**src/rtl/vst_strided_unit.sv**
```systemverilog
// Strided vector-store engine.
// Streams VRF elements to memory at base + i*stride, in index order.
module vst_strided_unit #(
  parameter int VLMAX        = 32,
  parameter int ADDR_WIDTH   = 32,
  parameter int DATA_WIDTH   = 32,
  parameter int VREG_WIDTH   = 5,
  parameter int STRIDE_WIDTH = 16,
  parameter int CNT_WIDTH    = $clog2(VLMAX) + 1,
  parameter int VRF_AW       = VREG_WIDTH + $clog2(VLMAX)
) (
  input  logic                    clk,
  input  logic                    rst,
  input  logic                    req_valid,
  output logic                    req_ready,
  input  logic [VREG_WIDTH-1:0]   req_vr,
  input  logic [ADDR_WIDTH-1:0]   req_addr,
  input  logic [STRIDE_WIDTH-1:0] req_stride,
  input  logic [CNT_WIDTH-1:0]    req_vl,
  output logic                    vrf_rd_en,
  output logic [VRF_AW-1:0]       vrf_rd_addr,
  input  logic [DATA_WIDTH-1:0]   vrf_rd_data,
  output logic                    mem_wr_valid,
  input  logic                    mem_wr_ready,
  output logic [ADDR_WIDTH-1:0]   mem_wr_addr,
  output logic [DATA_WIDTH-1:0]   mem_wr_data,
  output logic                    done
);

  localparam int LW = $clog2(VLMAX);
  localparam logic [CNT_WIDTH-1:0] VLMAX_C = CNT_WIDTH'(VLMAX);
  localparam logic [CNT_WIDTH-1:0] ONE_C   = CNT_WIDTH'(1);

  typedef enum logic [1:0] {IDLE, RUN, DRAIN} state_t;

  state_t state_q, state_d;

  logic [VREG_WIDTH-1:0] vr_q;
  logic [ADDR_WIDTH-1:0] acc_q;
  logic [ADDR_WIDTH-1:0] stride_q;
  logic [CNT_WIDTH-1:0]  vl_q;
  logic [CNT_WIDTH-1:0]  i_q;
  logic                  inflight_q;
  logic [ADDR_WIDTH-1:0] fl_addr_q;
  logic                  done_q;

  logic [ADDR_WIDTH-1:0] f_addr [2];
  logic [DATA_WIDTH-1:0] f_data [2];
  logic                  wp_q, rp_q;
  logic [1:0]            cnt_q;

  logic                  accept, issue, pop, push, fin, done_d, credit;
  logic [2:0]            used;
  logic [CNT_WIDTH-1:0]  vl_eff;
  logic [ADDR_WIDTH-1:0] stride_sx;

  assign vl_eff = (req_vl > VLMAX_C) ? VLMAX_C : req_vl;
  assign stride_sx = {{(ADDR_WIDTH-STRIDE_WIDTH){req_stride[STRIDE_WIDTH-1]}},
                      req_stride};

  assign mem_wr_valid = (cnt_q != 2'd0);
  assign pop  = mem_wr_valid & mem_wr_ready;
  assign push = inflight_q;
  assign used = {1'b0, cnt_q} + {2'b0, inflight_q};
  assign credit = used < (3'd2 + {2'b0, pop});
  assign fin = pop & (cnt_q == 2'd1) & ~inflight_q;

  assign req_ready   = (state_q == IDLE);
  assign vrf_rd_en   = issue;
  assign vrf_rd_addr = issue ? VRF_AW'({vr_q, i_q[LW-1:0]}) : '0;
  assign mem_wr_addr = mem_wr_valid ? f_addr[rp_q] : '0;
  assign mem_wr_data = mem_wr_valid ? f_data[rp_q] : '0;
  assign done        = done_q;

  // state register
  always_ff @(posedge clk or posedge rst) begin
    if (rst) state_q <= IDLE;
    else     state_q <= state_d;
  end

  // next state, read issue and completion decode
  always_comb begin
    state_d = state_q;
    accept  = 1'b0;
    issue   = 1'b0;
    done_d  = 1'b0;
    unique case (state_q)
      IDLE: begin
        if (req_valid) begin
          accept = 1'b1;
          if (vl_eff == '0) done_d  = 1'b1;
          else              state_d = RUN;
        end
      end
      RUN: begin
        if (credit) begin
          issue = 1'b1;
          if (i_q == vl_q - ONE_C) state_d = DRAIN;
        end
      end
      DRAIN: begin
        if (fin) begin
          done_d  = 1'b1;
          state_d = IDLE;
        end
      end
      default: state_d = IDLE;
    endcase
  end

  // command latch, element index and stride accumulator
  always_ff @(posedge clk or posedge rst) begin
    if (rst) begin
      vr_q       <= '0;
      acc_q      <= '0;
      stride_q   <= '0;
      vl_q       <= '0;
      i_q        <= '0;
      inflight_q <= 1'b0;
      fl_addr_q  <= '0;
      done_q     <= 1'b0;
    end else begin
      if (accept) begin
        vr_q     <= req_vr;
        acc_q    <= req_addr;
        stride_q <= stride_sx;
        vl_q     <= vl_eff;
        i_q      <= '0;
      end else if (issue) begin
        i_q   <= i_q + ONE_C;
        acc_q <= acc_q + stride_q;
      end
      inflight_q <= issue;
      if (issue) fl_addr_q <= acc_q;
      done_q <= done_d;
    end
  end

  // fifo pointers and occupancy
  always_ff @(posedge clk or posedge rst) begin
    if (rst) begin
      wp_q  <= 1'b0;
      rp_q  <= 1'b0;
      cnt_q <= 2'd0;
    end else begin
      if (push) wp_q <= ~wp_q;
      if (pop)  rp_q <= ~rp_q;
      cnt_q <= cnt_q + 2'(push) - 2'(pop);
    end
  end

  // fifo storage: returned data paired with its address
  always_ff @(posedge clk) begin
    if (push) begin
      f_addr[wp_q] <= fl_addr_q;
      f_data[wp_q] <= vrf_rd_data;
    end
  end

endmodule

```
**config.mk**
```make
export PLATFORM = sky130hd
export DESIGN_NAME = vst_strided_unit
export DESIGN_NICKNAME = d
export VERILOG_FILES = /design/src/rtl/vst_strided_unit.sv
export SDC_FILE = /design/constraint.sdc
export NUM_CORES = 1
export LEC_CHECK = 0
export CAP_MARGIN = 40
export CORE_UTILIZATION = 30
export DETAILED_ROUTE_END_ITERATION = 12
export GPL_TIMING_DRIVEN = 0
export HOLD_SLACK_MARGIN = 0.15
export PLACE_DENSITY_LB_ADDON = 0.25
export SYNTH_ARGS = -nofsm -noshare
export SYNTH_HDL_FRONTEND = slang
export SYNTH_SLANG_ARGS = --single-unit
```
**constraint.sdc**
```tcl
create_clock -name clk -period 3.7 [get_ports clk]
set_input_delay 0.74 -clock clk [delete_from_list [all_inputs] [get_ports clk]]
set_output_delay 0.74 -clock clk [all_outputs]
set_load 0.005 [all_outputs]
```
==> results.sh, run 1 <==
export IMPL_status="complete, no violations"
export IMPL_clk_latency_ps=540
export IMPL_crit_arrival_ps=2820
export IMPL_totalPowerFinal_w=0.0153
export IMPL_drt_iter0_drc=311
export IMPL_avgRoutedWirePerCell_um=15.8
export IMPL_synth_top_cell_by_area="edfxtp_1"
export IMPL_path_cells="ha_2 -> ha_1 -> o21ai_1 -> nor2b_4 -> nand3b_1 -> inv_2 -> clkbuf_8 -> clkdlybuf4s50_1"
export IMPL_hold_depth=0
export IMPL_max_slew_margin_rel_pct=35.2
export IMPL_post_route_period_util_pct=96.2
export IMPL_postLayoutCellArea_um2=14200
export IMPL_cts_tree="built"
export IMPL_synth_edff_count=128
export IMPL_overflow=0
export IMPL_h_tree_depth=1
export IMPL_drive_gt1_share_pct=6.85
export IMPL_cap_viol_max_count=0
export IMPL_power_density_nw_per_um2=1080
export IMPL_core_area_um2=34900
export IMPL_slew_violations=0
export IMPL_worst_pin_slew_ps=959
export IMPL_criticalPathCategory="flop to primary output"
export IMPL_crit_slowest_cell="clkdlybuf4s50_1"
export IMPL_cp_max_fo=20
export IMPL_area_growth_pct=32.1
export IMPL_synthTopCellsByCount="nand2_1 (205), edfxtp_1 (128), dfrtp_1 (105)"
export IMPL_ys_types=55
export IMPL_dieArea_um2=36600
export IMPL_syn_area_um2=10700
export IMPL_start_util_pct=30.8
export IMPL_place_area_um2=13100
export IMPL_drt_vias_per_instance=4.61
export IMPL_worstPathRequired_ps=2960
export IMPL_grt_pass1_vias=7440
export IMPL_pre_cts_ws_ps=-1180
export IMPL_critical_path_max_stage_delay_ps=530
export IMPL_netlist_area_leader_share_pct=35.8
export IMPL_hp_class="flop to flop"
export IMPL_max_freq_mhz=281
export IMPL_max_vdd_ir_drop_mv=0.441
export IMPL_grt_antenna_before_repair=3
export IMPL_ys_flop_type="edfxtp_1"
export IMPL_grt_usage_pct=14.2
export IMPL_setup_viol=0
export IMPL_fin_ws_ps=139
export IMPL_drc_errors=0
export IMPL_clkSinkCount=233
export IMPL_min_period_ps=3560
export IMPL_clock_skew_ps=21.4
export IMPL_die_y_um=191
export IMPL_ys_warn_count=0
export IMPL_ios=173
export IMPL_cts_made_buffers=27
export IMPL_gp_congestion=0.846
export IMPL_hpwl_um=18700
export IMPL_syn_num_nets=1083
export IMPL_cts_path_max_buffers=3
export IMPL_grt_max_degree=59
export IMPL_nets=1294
export IMPL_yosysMostFrequentCell="nand2_1"
export IMPL_dr_total_vias=7558
export IMPL_port_buffers=172
export IMPL_holdBufCountCts=0
export IMPL_ys_seq_elements=233
export IMPL_grt_pass1_wl_um=40800
export IMPL_synth_avg_cell_area_um2=11.3
export IMPL_yosysSeqAreaShare_pct=60.3
export IMPL_synth_area_top_cells="edfxtp_1 (36%), dfrtp_1 (24%), nand2_1 (7.2%)"
export IMPL_p_leak_nw=6.02
export IMPL_clk_pin_slew_ps=60
export IMPL_start_kind="flop"
export IMPL_root_buffer="clkbuf_16"
export IMPL_drt_wl_total_um=25900
export IMPL_row_count=68
export IMPL_endpoint_kind="primary output"
export IMPL_finish_utilization_pct=40.7
export IMPL_die_w_um=191
export IMPL_finalHoldViolCount=0
export IMPL_rsz0062_at_grt="yes"
export IMPL_rr_worst_depth=11
export IMPL_ant_nets=0
export IMPL_firstDrtPassIters=4
export IMPL_async_reset_ff_share_pct=45.1
export IMPL_syn_inst=950
-- final timing paths --
path / start / end / slack (ps)
setup / recovery: inflight_q$_DFF_PP0_ / vrf_rd_en / 140
min in group asynchronous: rst / acc_q[9]$_DFFE_PP0P_ / 660
hold reg to reg: fl_addr_q[9]$_DFFE_PP0P_ / f_addr[1][9]$_DFFE_PP_ / 470
max in group asynchronous: rst / fl_addr_q[24]$_DFFE_PP0P_ / 2300
setup reg to reg: acc_q[0]$_DFFE_PP0P_ / acc_q[30]$_DFFE_PP0P_ / 340
hold / removal: fl_addr_q[9]$_DFFE_PP0P_ / f_addr[1][9]$_DFFE_PP_ / 470
-- worst max-delay path: cells and delay by family, from the launching register on --
family / cells / cell delay [ps]
buffers and inverters: 3 / 930
AO/OA/AOI/OAI: 1 / 80
adder cells (fa/ha/maj): 2 / 450
flip-flops: 1 / 430
AND/OR/NAND/NOR: 2 / 360
-- cell type report --
| cell class | instances | area [µm²] |
|---|---|---|
| Fill cell | 3413 | 20700 |
| Sequential cell | 233 | 6470 |
| Multi-Input combinational cell | 663 | 4070 |
| Timing Repair Buffer | 183 | 1880 |
| Clock buffer | 35 | 747 |
| Tap cell | 455 | 569 |
| Buffer | 42 | 200 |
| Clock inverter | 15 | 189 |
| Inverter | 11 | 43.8 |
| Antenna cell | 1 | 2.50 |
-- placed cells by master, fill, tap and decap left out, types with 12 or more instances in the layout --
cell type          n
xor2_1            20
xnor2_1           24
nor2_1            96
a21o_1            16
and2_1            12
o22ai_1           15
dfrtp_1          104
clkbuf_16         28
edfxtp_1         128
o21ai_0           16
clkbuf_1          32
a21oi_1           45
nand2_1          205
ha_1              36
clkdlybuf4s50_1  166
mux2i_1           67
-- cell families (layout without fill, tap and decap cells) --
logic type / after synthesis / count (layout) / synth area share [%]
and+or+nand+nor: 367 / 367 / 14.5
xor gates and xnor gates: 44 / 44 / 3.59
muxes: 68 / 68 / 6.35
DFF: 233 / 233 / 60.3
adders and majority gates: 38 / 38 / 4.50
AOI/OAI and AO/OA: 146 / 146 / 8.77
buffers and inverters: 54 / 286 / 2.03
other: 0 / 1 / 0
-- per-layer routing --
metal  wire, µm  global-route usage (%)
met1      12100                    19.2
met2      11800                    23.1
met3       1600                    3.25
met4        384                    2.99
met5         13                       0
-- flip-flops by register name (all words and copies together), names as in the netlist, 5 cells and up --
signal     flops
fl_addr_q     32
vr_q           5
f_addr        64
acc_q         32
stride_q      16
f_data        64
i_q            6
vl_q           6
-- power by group --
| part | switching [W] | total, W | internal, W |
|---|---|---|---|
| registers | 0.000636 | 0.00471 | 0.00407 |
| logic | 0.00420 | 0.00786 | 0.00366 |
| clock network | 0.00106 | 0.00277 | 0.00170 |
-- through the flow --
step	instances	hold slack, ps	TNS (ps)
2_1_floorplan	950	437	0
4_1_cts	1633	469	0
3_5_place_dp	1581	454	-8240
5_1_grt	1637	476	-30.9
3_3_place_gp	1577	450	-181580
6_report	1638	468	0
-- what timing repair did --
action,CTS,global route
endpoints found under the setup margin,21,20
buffers inserted,3,4
resized for setup,14,11
pin swaps,1,0
gates cloned,0,0
No activity file was read; power rests on OpenSTA's default activity.
==> run 2, diff against run 1 <==
--- a/config.mk
+++ b/config.mk
@@ -11,6 +11,7 @@
 export GPL_TIMING_DRIVEN = 0
 export HOLD_SLACK_MARGIN = 0.15
 export PLACE_DENSITY_LB_ADDON = 0.25
+export REMOVE_ABC_BUFFERS = 1
 export SYNTH_ARGS = -nofsm -noshare
 export SYNTH_HDL_FRONTEND = slang
 export SYNTH_SLANG_ARGS = --single-unit
==> results.sh, run 2 (synthesis gave the netlist of run 1 again) <==
export IMPL_drt_wl_total_um=25900
export IMPL_clock_skew_ps=11.4
export IMPL_ios=173
export IMPL_totalPowerFinal_w=0.0154
export IMPL_dieArea_um2=36600
export IMPL_crit_path_frequent_cell="ha_1"
export IMPL_fill_cells=3416
export IMPL_criticalPathCategory="flop to primary output"
export IMPL_avgRoutedWirePerCell_um=16.1
export IMPL_hp_class="flop to flop"
export IMPL_max_freq_mhz=283
export IMPL_power_density_nw_per_um2=1090
export IMPL_regToRegSetupSlack_ps=350
export IMPL_cap_viol_max_count=0
export IMPL_core_area_um2=34900
export IMPL_port_buffers=172
export IMPL_hold_depth=0
export IMPL_clk_latency_ps=540
export IMPL_worst_pin_slew_ps=793
export IMPL_rr_worst_depth=11
export IMPL_r2r_start="acc_q[0]$_DFFE_PP0P_"
export IMPL_path_cells="ha_1 -> ha_1 -> o21ai_0 -> nor2b_2 -> nand3b_1 -> buf_12 -> clkinv_16 -> and2_4 -> clkdlybuf4s50_1"
export IMPL_setup_viol=0
export IMPL_grt_usage_pct=14.1
export IMPL_cts_made_buffers=27
export IMPL_clkSinkCount=233
export IMPL_h_tree_depth=1
export IMPL_ant_nets=0
export IMPL_cts_tree="built"
export IMPL_reg_top3="f_addr (64), f_data (64)"
export IMPL_dr_total_vias=7462
export IMPL_critical_path_max_stage_delay_ps=490
export IMPL_seqCellArea_um2=6480
export IMPL_crit_arrival_ps=2800
export IMPL_die_w_um=191
export IMPL_cp_max_fo=32
export IMPL_start_kind="flop"
export IMPL_grt_pass1_vias=7308
export IMPL_grt_max_degree=72
export IMPL_nets=1264
export IMPL_finalHoldViolCount=0
export IMPL_min_period_ps=3540
export IMPL_p_leak_nw=5.97
export IMPL_max_slew_margin_rel_pct=47.1
export IMPL_hold_path_end="f_addr[0][15]$_DFFE_PP_"
export IMPL_overflow=0
export IMPL_start_util_pct=30.8
export IMPL_die_y_um=191
export IMPL_fin_ws_ps=164
export IMPL_layout_commonest_cell="nand2_1"
export IMPL_drt_iter0_drc=339
export IMPL_drt_vias_per_instance=4.64
export IMPL_drive_gt1_share_pct=7.55
export IMPL_worstPathRequired_ps=2960
export IMPL_status="complete, no violations"
export IMPL_clk_pin_slew_ps=60
export IMPL_drc_errors=0
export IMPL_multiInputGateArea_um2=4080
export IMPL_grt_antenna_before_repair=3
export IMPL_cts_path_max_buffers=3
export IMPL_pre_cts_ws_ps=-325
export IMPL_area_growth_pct=32.4
export IMPL_r2r_end="acc_q[30]$_DFFE_PP0P_"
export IMPL_layout_common_cells="nand2_1 (204), clkdlybuf4s50_1 (171), edfxtp_1 (128)"
export IMPL_hpwl_um=17400
export IMPL_max_vdd_ir_drop_mv=0.396
export IMPL_firstDrtPassIters=4
export IMPL_row_count=68
export IMPL_crit_start="inflight_q$_DFF_PP0_"
export IMPL_slew_violations=0
export IMPL_gp_congestion=0.769
export IMPL_post_route_period_util_pct=95.6
export IMPL_endpoint_kind="primary output"
export IMPL_root_buffer="clkbuf_16"
export IMPL_grt_pass1_wl_um=40500
export IMPL_crit_slowest_cell="clkdlybuf4s50_1"
export IMPL_holdBufCountCts=0
export IMPL_finish_utilization_pct=40.8
export IMPL_min_from="fl_addr_q[15]$_DFFE_PP0P_"
run 2: cell types whose count changed in the layout (fill, tap and decap cells not counted), moves of 2 or more:
cell	previous run	this run
buf_1	6	0
buf_12	2	8
buf_16	2	4
buf_2	3	0
clkbuf_1	32	3
clkbuf_2	2	0
clkdlybuf4s50_1	166	171
clkinv_1	1	4
clkinvlp_4	3	1
dfrtp_1	104	102
dlymetal6s2s_1	6	1
run 2: stage by stage:
step,hold WS [ps],cells,TNS (ps),cell area [µm²]
2_1_floorplan,437,907,-172430,10600
3_3_place_gp,450,1534,-1058940,12900
3_5_place_dp,452,1549,-2760,13200
4_1_cts,465,1602,0,14200
5_1_grt,471,1607,-84.4,14200
6_report,465,1608,0,14200
run 2: cell type report:
cell class,instances,share of cell area [%]
sequential,233,45.6
multi-input combinational,664,28.7
timing repair buffer,194,14.7
clock buffer,34,5.22
tap,455,4.00
clock inverter,16,1.28
inverter,11,0.510
antenna,1,0.0176
run 2: layer usage:
layer  vias up  track usage (%)  wire length [µm]
met5         -                0                23
met4         4             3.82               650
met3        43             2.92              1310
met2       140             24.0             12200
met1      3558             18.2             11600
li1       3717                -                 -
run 2: where the power goes:
part           switching (W)  internal (W)  total, W
Clock                0.00106       0.00169   0.00275
Combinational        0.00410       0.00379   0.00789
Sequential          0.000714       0.00408   0.00479
run 2: worst max-delay path by stage:
| stage | end | slack, ps | cells past startpoint |
|---|---|---|---|
| 2_1_floorplan | vrf_rd_addr[2] | -2800 | 8 |
| 3_3_place_gp | vrf_rd_addr[2] | -8040 | 9 |
| 3_5_place_dp | vrf_rd_addr[2] | -320 | 9 |
| 4_1_cts | vrf_rd_addr[2] | 20 | 9 |
| 5_1_grt | vrf_rd_addr[1] | -30 | 9 |
| 6_report | vrf_rd_addr[4] | 160 | 9 |
run 2: timing repair:
item,in CTS,in global routing
resized for setup,8,4
pin swaps,1,0
buffers inserted,2,5
gates cloned,1,0
setup endpoints to repair,11,10
run 2: worst max-delay path, delay by kind of cell, from the launching register on:
family / cells / cell delay, ps
AOI/OAI and AO/OA: 1 / 80
adders and majority gates: 2 / 480
and+or+nand+nor: 3 / 480
buffers and inverters: 3 / 750
DFF: 1 / 440
